[config.mk]
export PLATFORM = sky130hd
export DESIGN_NAME = varint_encode_fsm
export DESIGN_NICKNAME = d
export VERILOG_FILES = /design/src/rtl/varint_encode_fsm.sv
export SDC_FILE = /design/constraint.sdc
export NUM_CORES = 1
export LEC_CHECK = 0
export CAP_MARGIN = 40
export CORE_ASPECT_RATIO = 1.25
export CORE_MARGIN = 2
export CORE_UTILIZATION = 35
export DETAILED_ROUTE_END_ITERATION = 10
export GPL_TIMING_DRIVEN = 0
export HOLD_SLACK_MARGIN = 0.15
export PLACE_DENSITY_LB_ADDON = 0.2
export SLEW_MARGIN = 0
export SYNTH_ARGS = -nofsm -noshare
export SYNTH_HDL_FRONTEND = slang
export SYNTH_SLANG_ARGS = --single-unit
[constraint.sdc]
create_clock -name clk -period 4.1 [get_ports clk]
set_input_delay 1.025 -clock clk [delete_from_list [all_inputs] [get_ports clk]]
set_output_delay 1.025 -clock clk [all_outputs]
set_load 0.01 [all_outputs]
[src/rtl/varint_encode_fsm.sv]
// Protobuf varint serializer: takes 64-bit values (optionally zigzag-encoded) and
// emits them one byte at a time, LSB group first, tagged with an output index.
module varint_encode_fsm (
    input  logic        clk,
    input  logic        reset,
    input  logic        in_valid,
    output logic        in_ready,
    input  logic [63:0] in_value,
    input  logic [9:0]  in_index,
    input  logic        in_zigzag,
    output logic [7:0]  varint_data,
    output logic [9:0]  varint_out_index_q,
    output logic        varint_data_valid,
    output logic        varint_last,
    input  logic        varint_data_accepted,
    output logic [15:0] values_done
);

    typedef enum logic {
        S_IDLE = 1'b0,
        S_EMIT = 1'b1
    } state_t;

    state_t      r_state;
    state_t      w_state_nxt;

    logic [63:0] r_rem;
    logic [9:0]  r_idx;
    logic [3:0]  r_cnt;
    logic [15:0] r_done;

    logic        w_emit;
    logic        w_more;
    logic        w_accept;
    logic        w_final;
    logic        w_load;
    logic [63:0] w_load_val;

    function automatic logic [63:0] zigzag64(input logic [63:0] v);
        return (v << 1) ^ {64{v[63]}};
    endfunction

    assign w_emit     = (r_state == S_EMIT);
    assign w_more     = |r_rem[63:7];
    assign w_accept   = w_emit & varint_data_accepted;
    assign w_final    = w_accept & ~w_more;
    assign w_load     = in_valid & in_ready;
    assign w_load_val = in_zigzag ? zigzag64(in_value) : in_value;

    // State register
    always_ff @(posedge clk or negedge reset) begin
        if (!reset) begin
            r_state <= S_IDLE;
        end else begin
            r_state <= w_state_nxt;
        end
    end

    // Next-state logic; a final-byte accept with a new value waiting stays in EMIT
    always_comb begin
        w_state_nxt = r_state;
        case (r_state)
            S_IDLE: begin
                if (in_valid) begin
                    w_state_nxt = S_EMIT;
                end
            end
            S_EMIT: begin
                if (w_final && !in_valid) begin
                    w_state_nxt = S_IDLE;
                end
            end
            default: w_state_nxt = S_IDLE;
        endcase
    end

    // Outputs decode straight from registered state so the byte after an accept is never stale
    always_comb begin
        in_ready           = reset & (~w_emit | w_final);
        varint_data_valid  = w_emit;
        varint_data        = 8'h00;
        varint_last        = 1'b0;
        varint_out_index_q = r_idx;
        values_done        = r_done;
        if (w_emit) begin
            varint_data = {w_more, r_rem[6:0]};
            varint_last = ~w_more;
        end
    end

    always_ff @(posedge clk or negedge reset) begin
        if (!reset) begin
            r_rem  <= 64'd0;
            r_idx  <= 10'd0;
            r_cnt  <= 4'd0;
            r_done <= 16'd0;
        end else begin
            if (w_load) begin
                r_rem <= w_load_val;
                r_idx <= in_index;
                r_cnt <= 4'd0;
            end else if (w_accept && w_more) begin
                r_rem <= r_rem >> 7;
                r_cnt <= r_cnt + 4'd1;
            end
            if (w_final) begin
                r_done <= r_done + 16'd1;
            end
        end
    end

    // A 64-bit value never needs more than ten bytes
    always @(posedge clk) begin
        if (reset && w_emit) begin
            assert (!((r_cnt == 4'd10) && w_more));
        end
    end

endmodule

# After elaboration in Yosys (flattened, before gate mapping)
# Cells that the tools add are included.
[op_classes]
bitwise = 8
n_lt_le_gt_ge = 0
n_addsub = 1
div = 0
eq_ne = 0
mul = 0
n_mux = 8
reduce_logical = 5
shifts = 0
[op_table]
columns = ["cell", "n"]
rows = [
  ["2-to-1 mux 64 bit", 3],
  ["XOR 64 bit", 1],
  ["OR reduction 57 bit", 1],
  ["adder 16 x 1 -> 16 bit, second input constant", 1],
  ["2-to-1 mux 8 bit", 1],
  ["bitwise AND 1 bit", 4],
  ["2-to-1 mux 1 bit", 3],
  ["logical AND 1 bit", 2],
  ["inverter 1 bit", 2],
  ["case mux 1 bit (2 select lines)", 1],
  ["nonzero test 2 bit", 1],
  ["logical NOT 1 bit", 1],
  ["bitwise OR 1 bit", 1],
]
[totals]
output_inout_bits = 37
n_memories = 0
ff_bits = 91
latchBits = 0
mem_bits_rw = 0
inputBits = 79
rom_bits = 0
wordCells = 26

# Logic depth before layout (Yosys ltp)
# Gate-level depths: netlist (run 1).
[depth]
ltp_word = 7
depth_mapped = 7
ltp_nobuf = 5

# Least setup slack after synthesis (run 1)
# OpenSTA, ideal clock, no wires.
[synth_timing]
path_type = "flip-flop to output port"
startpoint = "reg r_rem[10]"
endpoint = "out varint_last"
path_stages_with_launch = 6
t_required_ns = 3.075
path_buffers = 1
arrival_ns = 1.860
setup_slack_ns = 1.215
cell_sequence = "dfrtp_1 > nor4_1 > nand4_1 > nor4_2 > buf_2 > and2_1"
[synth_between]
elab_chain_cells = 3
[synth_rtl]
columns = ["element", "line", "source"]
rows = [
  ["start, declared", "27", "logic [63:0] r_rem;"],
  ["start signal, assigned", "99", "r_rem <= w_load_val;"],
  ["start signal, assigned", "103", "r_rem <= r_rem >> 7;"],
  ["OR reduction 57 bit", "44", "assign w_more = |r_rem[63:7];"],
  ["inverter 1 bit", "87", "varint_last = ~w_more;"],
  ["2-to-1 mux 1 bit", "85", "if (w_emit) begin"],
  ["end, declared", "14", "output logic varint_last,"],
]
# Every way passes these cells.

# Final worst setup path (run 1)
[layout_timing]
startpoint = "reg r_rem[18]"
endpoint = "out varint_data[7]"
[layout_between]
elab_chain_cells = 2
[layout_rtl]
columns = ["element", "line", "source"]
rows = [
  ["OR reduction 57 bit", "44", ""],
  ["2-to-1 mux 8 bit", "85", ""],
  ["end, declared", "11", "output logic [7:0] varint_data,"],
]
# Every way passes these cells.

==> impl_metrics.prom, run 1 <==
# TYPE chip_impl_metric gauge
chip_impl_metric{name="globalRouteMet2Util",unit=""} 0.317
chip_impl_metric{name="core_util_final",unit=""} 0.469
chip_impl_metric{name="final-hold-violation-count",unit=""} 0
chip_impl_info{name="unrepaired_setup_endpoints_after_global_routing",value="no"} 1
chip_impl_metric{name="yosys-mux-area-fraction",unit=""} 0.191
chip_impl_metric{name="insertion_delay",unit="ns"} 0.34
chip_impl_metric{name="chipWidth",unit="um"} 117
chip_impl_metric{name="dr_total_vias",unit=""} 4554
chip_impl_metric{name="max_freq",unit="GHz"} 0.260
chip_impl_metric{name="synth_edf_count",unit=""} 0
chip_impl_metric{name="post_synth_fa_ha_maj_area_fraction",unit=""} 0.00225
chip_impl_metric{name="design_area",unit="um2"} 7310
chip_impl_metric{name="totalPowerFinal",unit="mW"} 4.03
chip_impl_metric{name="core_region_area",unit="um2"} 15600
chip_impl_metric{name="setup_viol",unit=""} 0
chip_impl_metric{name="pin_count",unit=""} 116
chip_impl_metric{name="wire_length_of_the_first_global_routing_pass",unit="um"} 23800
chip_impl_metric{name="layout.cells.non_filler",unit=""} 900
chip_impl_metric{name="die_h",unit="um"} 145
chip_impl_metric{name="async_flop_share",unit=""} 1.00
chip_impl_metric{name="cp.required",unit="ns"} 3.07
chip_impl_metric{name="path_clk_slew",unit="ns"} 0.06
chip_impl_metric{name="placed_cells",unit=""} 883
chip_impl_info{name="synth_most_common_cell",value="sky130_fd_sc_hd__mux2i_1"} 1
chip_impl_metric{name="avgSynthCellArea",unit="um2"} 10.0
chip_impl_info{name="hold_path.class",value="flop to flop"} 1
chip_impl_metric{name="synth_compound_gate_area_share",unit=""} 0.103
chip_impl_metric{name="peakVddDrop",unit="V"} 0.000279
chip_impl_info{name="flip_flop_cell_with_the_highest_count_after_synthesis",value="sky130_fd_sc_hd__dfrtp_1"} 1
chip_impl_info{name="critical_setup_path_kind",value="flop to output pin"} 1
chip_impl_metric{name="post_synthesis_simple_gate_area_fraction",unit=""} 0.137
chip_impl_info{name="run_status",value="finished clean"} 1
chip_impl_metric{name="final.fill_count",unit=""} 1569
chip_impl_metric{name="post_synth_instance_area",unit="um2"} 5560
chip_impl_metric{name="sequential_area_share_after_synthesis",unit=""} 0.409
chip_impl_info{name="combinational_family_with_the_most_area_after_synthesis",value="multiplexers"} 1
chip_impl_metric{name="buffer_ports.inserted",unit=""} 113
chip_impl_metric{name="crit_fanout",unit=""} 4
chip_impl_metric{name="wl_per_cell",unit="um"} 16.5
chip_impl_metric{name="detailed_router_iteration_count_before_antenna_repair",unit=""} 4
chip_impl_metric{name="post-route-min-period",unit="ns"} 3.85
chip_impl_info{name="cts-root-buf",value="sky130_fd_sc_hd__clkbuf_16"} 1
chip_impl_metric{name="crit_arrival",unit="ns"} 2.83
chip_impl_metric{name="dpl_worst_slack",unit="ns"} 0.135
chip_impl_metric{name="areaGrowthSynthToFinish",unit="%"} 31.3
chip_impl_metric{name="post_synthesis_instance_total",unit=""} 556
chip_impl_metric{name="detailed_place.area",unit="um2"} 6990
chip_impl_metric{name="clock_skew",unit="ns"} 0.00848
chip_impl_info{name="critPathLaunchType",value="flop"} 1
chip_impl_metric{name="maxSlewHeadroom",unit=""} 0.452
chip_impl_metric{name="place_congestion",unit=""} 0.826
chip_impl_info{name="grt_most_used_layer",value="met2"} 1
chip_impl_metric{name="globalRoute.totalOverflow",unit=""} 0
chip_impl_metric{name="area_fraction_of_the_dominant_cell_type_after_synthesis",unit=""} 0.409
chip_impl_metric{name="design.die.area",unit="um2"} 16900
chip_impl_metric{name="detailed_place_hpwl",unit="um"} 11400
chip_impl_metric{name="grt_start_max_net_pins",unit=""} 55
chip_impl_metric{name="groute.usage.overall",unit=""} 0.180
chip_impl_metric{name="drv_cap",unit=""} 0
chip_impl_metric{name="antenna_found_initial",unit=""} 0
chip_impl_metric{name="maximum_count_of_clock_buffers_along_a_single_path",unit=""} 2
chip_impl_metric{name="routed_wl",unit="um"} 14800
chip_impl_metric{name="drive_above_1_share",unit=""} 0.0654
chip_impl_info{name="netlist_top_cells_count",value="sky130_fd_sc_hd__mux2i_1 (94), sky130_fd_sc_hd__dfrtp_1 (91), sky130_fd_sc_hd__xnor2_1 (75), sky130_fd_sc_hd__o21ai_0 (69), sky130_fd_sc_hd__nand2_1 (59)"} 1
chip_impl_metric{name="finalWorstSetupSlack",unit="ns"} 0.248
chip_impl_metric{name="gr-usage-met3",unit=""} 0.0251
chip_impl_metric{name="fin_nets",unit=""} 763
chip_impl_metric{name="ys_types",unit=""} 36
chip_impl_metric{name="remaining_drc_errors",unit=""} 0
chip_impl_metric{name="tightest_slew",unit="ns"} 0.822
chip_impl_metric{name="start_util",unit=""} 0.357
chip_impl_metric{name="groute.layer.met1.usage",unit=""} 0.221
chip_impl_metric{name="cellLeakagePower",unit="nW"} 3.40
chip_impl_metric{name="report.final.slew_viol_count",unit=""} 0
chip_impl_metric{name="htree_num_levels",unit=""} 3
chip_impl_metric{name="inserted_diodes",unit=""} 0
chip_impl_metric{name="core.rowCount",unit=""} 51
chip_impl_info{name="clock_tree_from_tritoncts",value="done"} 1
chip_impl_metric{name="synthesis.yosys.warnings",unit=""} 0
chip_impl_info{name="synth.largest_area_cell",value="sky130_fd_sc_hd__dfrtp_1"} 1
chip_impl_metric{name="post_drt_via_cell_ratio",unit=""} 5.06
chip_impl_metric{name="detail-route-antenna-nets",unit=""} 0
chip_impl_metric{name="mappedNetlistNets",unit=""} 636
chip_impl_metric{name="number_of_storage_elements_in_the_synthesis_netlist",unit=""} 91
chip_impl_metric{name="first_global_vias",unit=""} 4741
chip_impl_metric{name="cts_sinks",unit=""} 91
chip_impl_info{name="cell_types_occupying_the_most_area_after_synthesis",value="sky130_fd_sc_hd__dfrtp_1 (41%), sky130_fd_sc_hd__mux2i_1 (17%), sky130_fd_sc_hd__xnor2_1 (12%)"} 1
chip_impl_info{name="crit_path_end_kind",value="output pin"} 1
chip_impl_metric{name="cellPowerDensity",unit="nW/um2"} 552
chip_impl_metric{name="cts_inserted_buffers",unit=""} 9
chip_impl_metric{name="initialDrtViolationCount",unit=""} 202
chip_impl_metric{name="post_synth_xor_xnor_area",unit=""} 0.123
chip_impl_metric{name="layout_worst_path_cycle_share",unit=""} 0.940
==> area by class of cell <==
| class | instances | area, um2 | share of cell area |
|---|---|---|---|
| timing repair buffer | 116 | 1170 | 0.160 |
| multi-input combinational | 424 | 3120 | 0.427 |
| clock buffer | 12 | 236 | 0.0324 |
| clock inverter | 4 | 51.3 | 0.00702 |
| sequential | 91 | 2280 | 0.312 |
| buffer | 41 | 189 | 0.0259 |
| tap | 212 | 265 | 0.0363 |
==> worst max-delay path, stage by stage, from the launching register on <==
cell                              delay, ns
sky130_fd_sc_hd__dfrtp_1               0.40
sky130_fd_sc_hd__nor4_1                0.36
sky130_fd_sc_hd__nand4_1               0.39
sky130_fd_sc_hd__or4_4                 0.67
sky130_fd_sc_hd__and2_1                0.20
sky130_fd_sc_hd__clkdlybuf4s50_1       0.48
==> metrics by stage <==
| stage | hold WS (ns) | setup TNS, ns |
|---|---|---|
| after floorplan | 0.504 | 0 |
| after global placement | 0.466 | -303.55 |
| after detailed placement | 0.468 | 0 |
| after CTS | 0.477 | 0 |
| after global routing | 0.490 | 0 |
| final | 0.472 | 0 |
==> power breakdown <==
part           switching, mW  internal (mW)  total, mW
combinational          0.921          0.870       1.79
sequential             0.245           1.18       1.43
clock                  0.341          0.473      0.814
==> placed cells by master (no fill, tap or decap), types with 2 or more instances in the layout <==
cell                              synthesis  final
sky130_fd_sc_hd__and3_1                  16     16
sky130_fd_sc_hd__buf_1                    9      9
sky130_fd_sc_hd__mux2_1                   5      5
sky130_fd_sc_hd__a221o_1                  7      7
sky130_fd_sc_hd__mux2_2                   6      6
sky130_fd_sc_hd__nor3_1                   3      3
sky130_fd_sc_hd__buf_4                    2      4
sky130_fd_sc_hd__dfrtp_1                 91     91
sky130_fd_sc_hd__nor4_4                   1      2
sky130_fd_sc_hd__a21oi_1                  7      7
sky130_fd_sc_hd__nand4_1                  9      9
sky130_fd_sc_hd__clkbuf_1                23     26
sky130_fd_sc_hd__mux2i_1                 94     94
sky130_fd_sc_hd__and2_1                  10     10
sky130_fd_sc_hd__xnor2_1                 75     75
sky130_fd_sc_hd__clkbuf_16                0      9
sky130_fd_sc_hd__buf_6                    3      3
sky130_fd_sc_hd__xor2_1                   3      3
sky130_fd_sc_hd__nor4_2                   5      6
sky130_fd_sc_hd__nand3_1                 10     10
sky130_fd_sc_hd__o21ai_0                 69     69
sky130_fd_sc_hd__clkdlybuf4s50_1          0    112
sky130_fd_sc_hd__and4_1                   3      3
sky130_fd_sc_hd__nor4_1                  10      8
sky130_fd_sc_hd__buf_2                    4      5
sky130_fd_sc_hd__a22oi_1                  7      7
sky130_fd_sc_hd__nand2_1                 59     59
sky130_fd_sc_hd__a211oi_1                 7      7
sky130_fd_sc_hd__nor2_1                   9      9
==> logic make-up (layout without fill, tap and decap cells) <==
| kind of cell | count (synthesis) | in the layout |
|---|---|---|
| simple gates | 141 | 141 |
| compound gates | 99 | 99 |
| buf+inv | 41 | 173 |
| fa+ha+maj | 1 | 1 |
| flops | 91 | 91 |
| mux | 105 | 105 |
| xor+xnor | 78 | 78 |
==> sequential cells by signal (all words and copies together) (netlist names) <==
register and count:
varint_data_valid 1, values_done 16, varint_out_index_q 10, r_rem 64
==> final timing paths <==
| kind | end | from | cells past startpoint | slack, ns |
|---|---|---|---|---|
| hold reg to reg | values_done[15] | values_done[15] | 1 | 0.47 |
| setup / recovery | varint_data[7] | r_rem[18] | 5 | 0.25 |
| max in group asynchronous | r_rem[43] | reset | 2 | 2.76 |
| min in group asynchronous | r_rem[2] | reset | 1 | 0.68 |
| hold / removal | values_done[15] | values_done[15] | 1 | 0.47 |
| setup reg to reg | varint_out_index_q[7] | r_rem[18] | 7 | 1.31 |
==> metal layers <==
layer	share of wire	routed length (um)
met5	0	0
met4	0.023	337
met3	0.038	570
met2	0.51	7630
met1	0.42	6280
==> what timing repair did <==
action / 4_1_cts / 5_1_grt
hold buffers: 0 / 0
buffers inserted: 0 / 1
hold endpoints to repair: 0 / 0
pin swaps: 0 / 1
endpoints found under the setup margin: 2 / 2
resized for setup: 2 / 1
gates cloned: 0 / 0
No activity file was read; power rests on OpenSTA's default activity.
==> run 2, diff against run 1 <==
--- a/config.mk
+++ b/config.mk
@@ -6,14 +6,13 @@
 export NUM_CORES = 1
 export LEC_CHECK = 0
 export CAP_MARGIN = 40
-export CORE_ASPECT_RATIO = 1.25
+export CORE_ASPECT_RATIO = 1.5
 export CORE_MARGIN = 2
 export CORE_UTILIZATION = 35
 export DETAILED_ROUTE_END_ITERATION = 10
 export GPL_TIMING_DRIVEN = 0
 export HOLD_SLACK_MARGIN = 0.15
 export PLACE_DENSITY_LB_ADDON = 0.2
-export SLEW_MARGIN = 0
 export SYNTH_ARGS = -nofsm -noshare
 export SYNTH_HDL_FRONTEND = slang
 export SYNTH_SLANG_ARGS = --single-unit
==> run 2 against run 1 <==
Critical path type unchanged; cell count is 1.1% lower; via count is 1.1% higher; power is 1.7% higher; critical endpoint unchanged; combinational power hardly changed; first-iteration DRC count is 28% lower; worst hold slack better by 0.0044 ns; clock power is 9.0% higher.
==> impl_metrics.prom, run 2 (synthesis results as in run 1) <==
# TYPE chip_impl_metric gauge
chip_impl_info{name="run_status",value="finished clean"} 1
chip_impl_metric{name="cts_sinks",unit=""} 91
chip_impl_metric{name="inserted_diodes",unit=""} 0
chip_impl_metric{name="chipWidth",unit="um"} 107
chip_impl_metric{name="layout.cells.non_filler",unit=""} 890
chip_impl_metric{name="die_h",unit="um"} 158
chip_impl_metric{name="htree_num_levels",unit=""} 3
chip_impl_metric{name="cellPowerDensity",unit="nW/um2"} 560
chip_impl_metric{name="max_freq",unit="GHz"} 0.261
chip_impl_info{name="unrepaired_setup_endpoints_after_global_routing",value="no"} 1
chip_impl_metric{name="setup_viol",unit=""} 0
chip_impl_info{name="cts-root-buf",value="sky130_fd_sc_hd__clkbuf_16"} 1
chip_impl_metric{name="routed_wl",unit="um"} 14900
chip_impl_metric{name="clock_skew",unit="ns"} 0.00452
chip_impl_metric{name="placed_cells",unit=""} 874
chip_impl_metric{name="buffer_ports.inserted",unit=""} 113
chip_impl_metric{name="post_drt_via_cell_ratio",unit=""} 5.18
chip_impl_info{name="clock_tree_from_tritoncts",value="done"} 1
chip_impl_metric{name="cellLeakagePower",unit="nW"} 3.41
chip_impl_metric{name="globalRouteMet2Util",unit=""} 0.352
chip_impl_metric{name="wire_length_of_the_first_global_routing_pass",unit="um"} 23900
chip_impl_metric{name="layout_worst_path_cycle_share",unit=""} 0.935
chip_impl_metric{name="multiInputGateArea",unit="um2"} 3120
chip_impl_metric{name="drv_cap",unit=""} 0
chip_impl_info{name="worstHoldStart",value="values_done[15]"} 1
chip_impl_metric{name="path_clk_slew",unit="ns"} 0.06
chip_impl_info{name="layout_common_cells",value="sky130_fd_sc_hd__clkdlybuf4s50_1 (112), sky130_fd_sc_hd__mux2i_1 (94), sky130_fd_sc_hd__dfrtp_1 (91)"} 1
chip_impl_metric{name="crit_arrival",unit="ns"} 2.81
chip_impl_info{name="final_common_cell",value="sky130_fd_sc_hd__clkdlybuf4s50_1"} 1
chip_impl_metric{name="place_congestion",unit=""} 0.825
chip_impl_metric{name="start_util",unit=""} 0.356
chip_impl_metric{name="first_global_vias",unit=""} 4730
chip_impl_metric{name="post-route-min-period",unit="ns"} 3.84
chip_impl_metric{name="pin_count",unit=""} 116
chip_impl_metric{name="cts_inserted_buffers",unit=""} 9
chip_impl_metric{name="grt_start_max_net_pins",unit=""} 59
chip_impl_metric{name="detail-route-antenna-nets",unit=""} 0
chip_impl_info{name="register_name_with_the_most_flops",value="r_rem"} 1
chip_impl_info{name="critPathLaunchType",value="flop"} 1
chip_impl_metric{name="r2r_setup_slack",unit="ns"} 1.32
chip_impl_metric{name="insertion_delay",unit="ns"} 0.34
chip_impl_metric{name="cp.required",unit="ns"} 3.07
chip_impl_metric{name="maxSlewHeadroom",unit=""} 0.445
chip_impl_metric{name="peakVddDrop",unit="V"} 0.000333
chip_impl_info{name="critical_setup_path_kind",value="flop to output pin"} 1
chip_impl_info{name="worstSetupStartpoint",value="r_rem[11]"} 1
chip_impl_metric{name="core.rowCount",unit=""} 56
chip_impl_metric{name="core_region_area",unit="um2"} 15600
chip_impl_metric{name="groute.usage.overall",unit=""} 0.181
chip_impl_info{name="crit_path_end_kind",value="output pin"} 1
chip_impl_metric{name="globalRoute.totalOverflow",unit=""} 0
chip_impl_metric{name="largest_register_ffs",unit=""} 64
chip_impl_metric{name="remaining_drc_errors",unit=""} 0
chip_impl_metric{name="initialDrtViolationCount",unit=""} 145
chip_impl_metric{name="wl_per_cell",unit="um"} 16.8
chip_impl_metric{name="detailed_router_iteration_count_before_antenna_repair",unit=""} 4
chip_impl_metric{name="fin_nets",unit=""} 763
chip_impl_metric{name="whs",unit="ns"} 0.477
chip_impl_metric{name="areaGrowthSynthToFinish",unit="%"} 31.6
chip_impl_metric{name="maximum_count_of_clock_buffers_along_a_single_path",unit=""} 2
chip_impl_metric{name="totalPowerFinal",unit="mW"} 4.10
chip_impl_info{name="hold_path.class",value="flop to flop"} 1
chip_impl_metric{name="groute.layer.met1.usage",unit=""} 0.203
chip_impl_info{name="grt_most_used_layer",value="met2"} 1
chip_impl_metric{name="seq_area",unit="um2"} 2280
chip_impl_metric{name="drive_above_1_share",unit=""} 0.0684
chip_impl_metric{name="final-hold-violation-count",unit=""} 0
chip_impl_metric{name="gr-usage-met3",unit=""} 0.0270
chip_impl_metric{name="design.die.area",unit="um2"} 16900
chip_impl_info{name="worstReg2RegStart",value="r_rem[11]"} 1
chip_impl_metric{name="detailed_place_hpwl",unit="um"} 11800
chip_impl_metric{name="report.final.slew_viol_count",unit=""} 0
chip_impl_metric{name="crit_fanout",unit=""} 4
chip_impl_metric{name="antenna_found_initial",unit=""} 0
chip_impl_metric{name="final.fill_count",unit=""} 1502
chip_impl_metric{name="tightest_slew",unit="ns"} 0.833
chip_impl_metric{name="dr_total_vias",unit=""} 4606
==> run 2: cell count changes in the layout (fill, tap and decap cells not counted), sizes merged <==
cell	before	now
bufinv	1	2
clkbuf	35	33
==> run 2: where the power goes <==
group	internal, mW	total [mW]	switching, mW	leakage, nW
Clock	0.545	0.887	0.342	0.154
Combinational	0.871	1.78	0.912	2.02
Sequential	1.18	1.43	0.248	1.24
==> run 2: worst max-delay path: stages (launching register included) <==
cell and delay (ns):
sky130_fd_sc_hd__dfrtp_1 0.41, sky130_fd_sc_hd__nor4_1 0.36, sky130_fd_sc_hd__nand4_1 0.37, sky130_fd_sc_hd__or4_4 0.66, sky130_fd_sc_hd__and2_1 0.19, sky130_fd_sc_hd__clkdlybuf4s50_1 0.47
==> run 2: layout make-up <==
cell class | count | share of cell area
Multi-Input combinational cell | 424 | 0.426
Sequential cell | 91 | 0.311
Timing Repair Buffer | 116 | 0.160
Tap cell | 203 | 0.0347
Clock buffer | 10 | 0.0326
Buffer | 41 | 0.0258
Clock inverter | 5 | 0.0106
==> run 2: worst paths after layout <==
path | end | depth (start not counted)
setup / recovery | varint_data[7] | 5
hold / removal | values_done[15] | 1
setup reg to reg | varint_out_index_q[5] | 7
hold reg to reg | values_done[15] | 1
max in group asynchronous | r_rem[52] | 2
min in group asynchronous | values_done[10] | 1
==> run 2: stage by stage <==
| step | area [um2] | util | setup WS [ns] | TNS, ns |
|---|---|---|---|---|
| floorplan | 5560 | - | 1.21 | 0 |
| global placement | 6950 | 0.445 | -2.59 | -304.77 |
| detailed placement | 6980 | 0.447 | 0.105 | 0 |
| CTS | 7320 | 0.469 | 0.226 | 0 |
| global route | 7320 | 0.469 | 0.0489 | 0 |
| finish | 7320 | 0.469 | 0.265 | 0 |
==> run 2: repair_timing <==
action                                  in CTS  in global routing
endpoints found under the setup margin       2                  0
gates resized for setup                      3                  0
buffers inserted                             1                  0
hold buffers                                 0                  0
==> run 2: routing by layer <==
layer	routed length (um)	vias up
met3	501	18
met5	0	-
met1	5950	2246
met4	218	0
met2	8260	105
li1	-	2237
==> run 3, diff against run 2 <==
--- a/config.mk
+++ b/config.mk
@@ -9,6 +9,7 @@
 export CORE_ASPECT_RATIO = 1.5
 export CORE_MARGIN = 2
 export CORE_UTILIZATION = 35
+export CTS_BUF_LIST = sky130_fd_sc_hd__clkbuf_4 sky130_fd_sc_hd__clkbuf_8 sky130_fd_sc_hd__clkbuf_16
 export DETAILED_ROUTE_END_ITERATION = 10
 export GPL_TIMING_DRIVEN = 0
 export HOLD_SLACK_MARGIN = 0.15
==> results of run 3 <==
The final DEF is identical to that of run 2; final timing and power are the same.
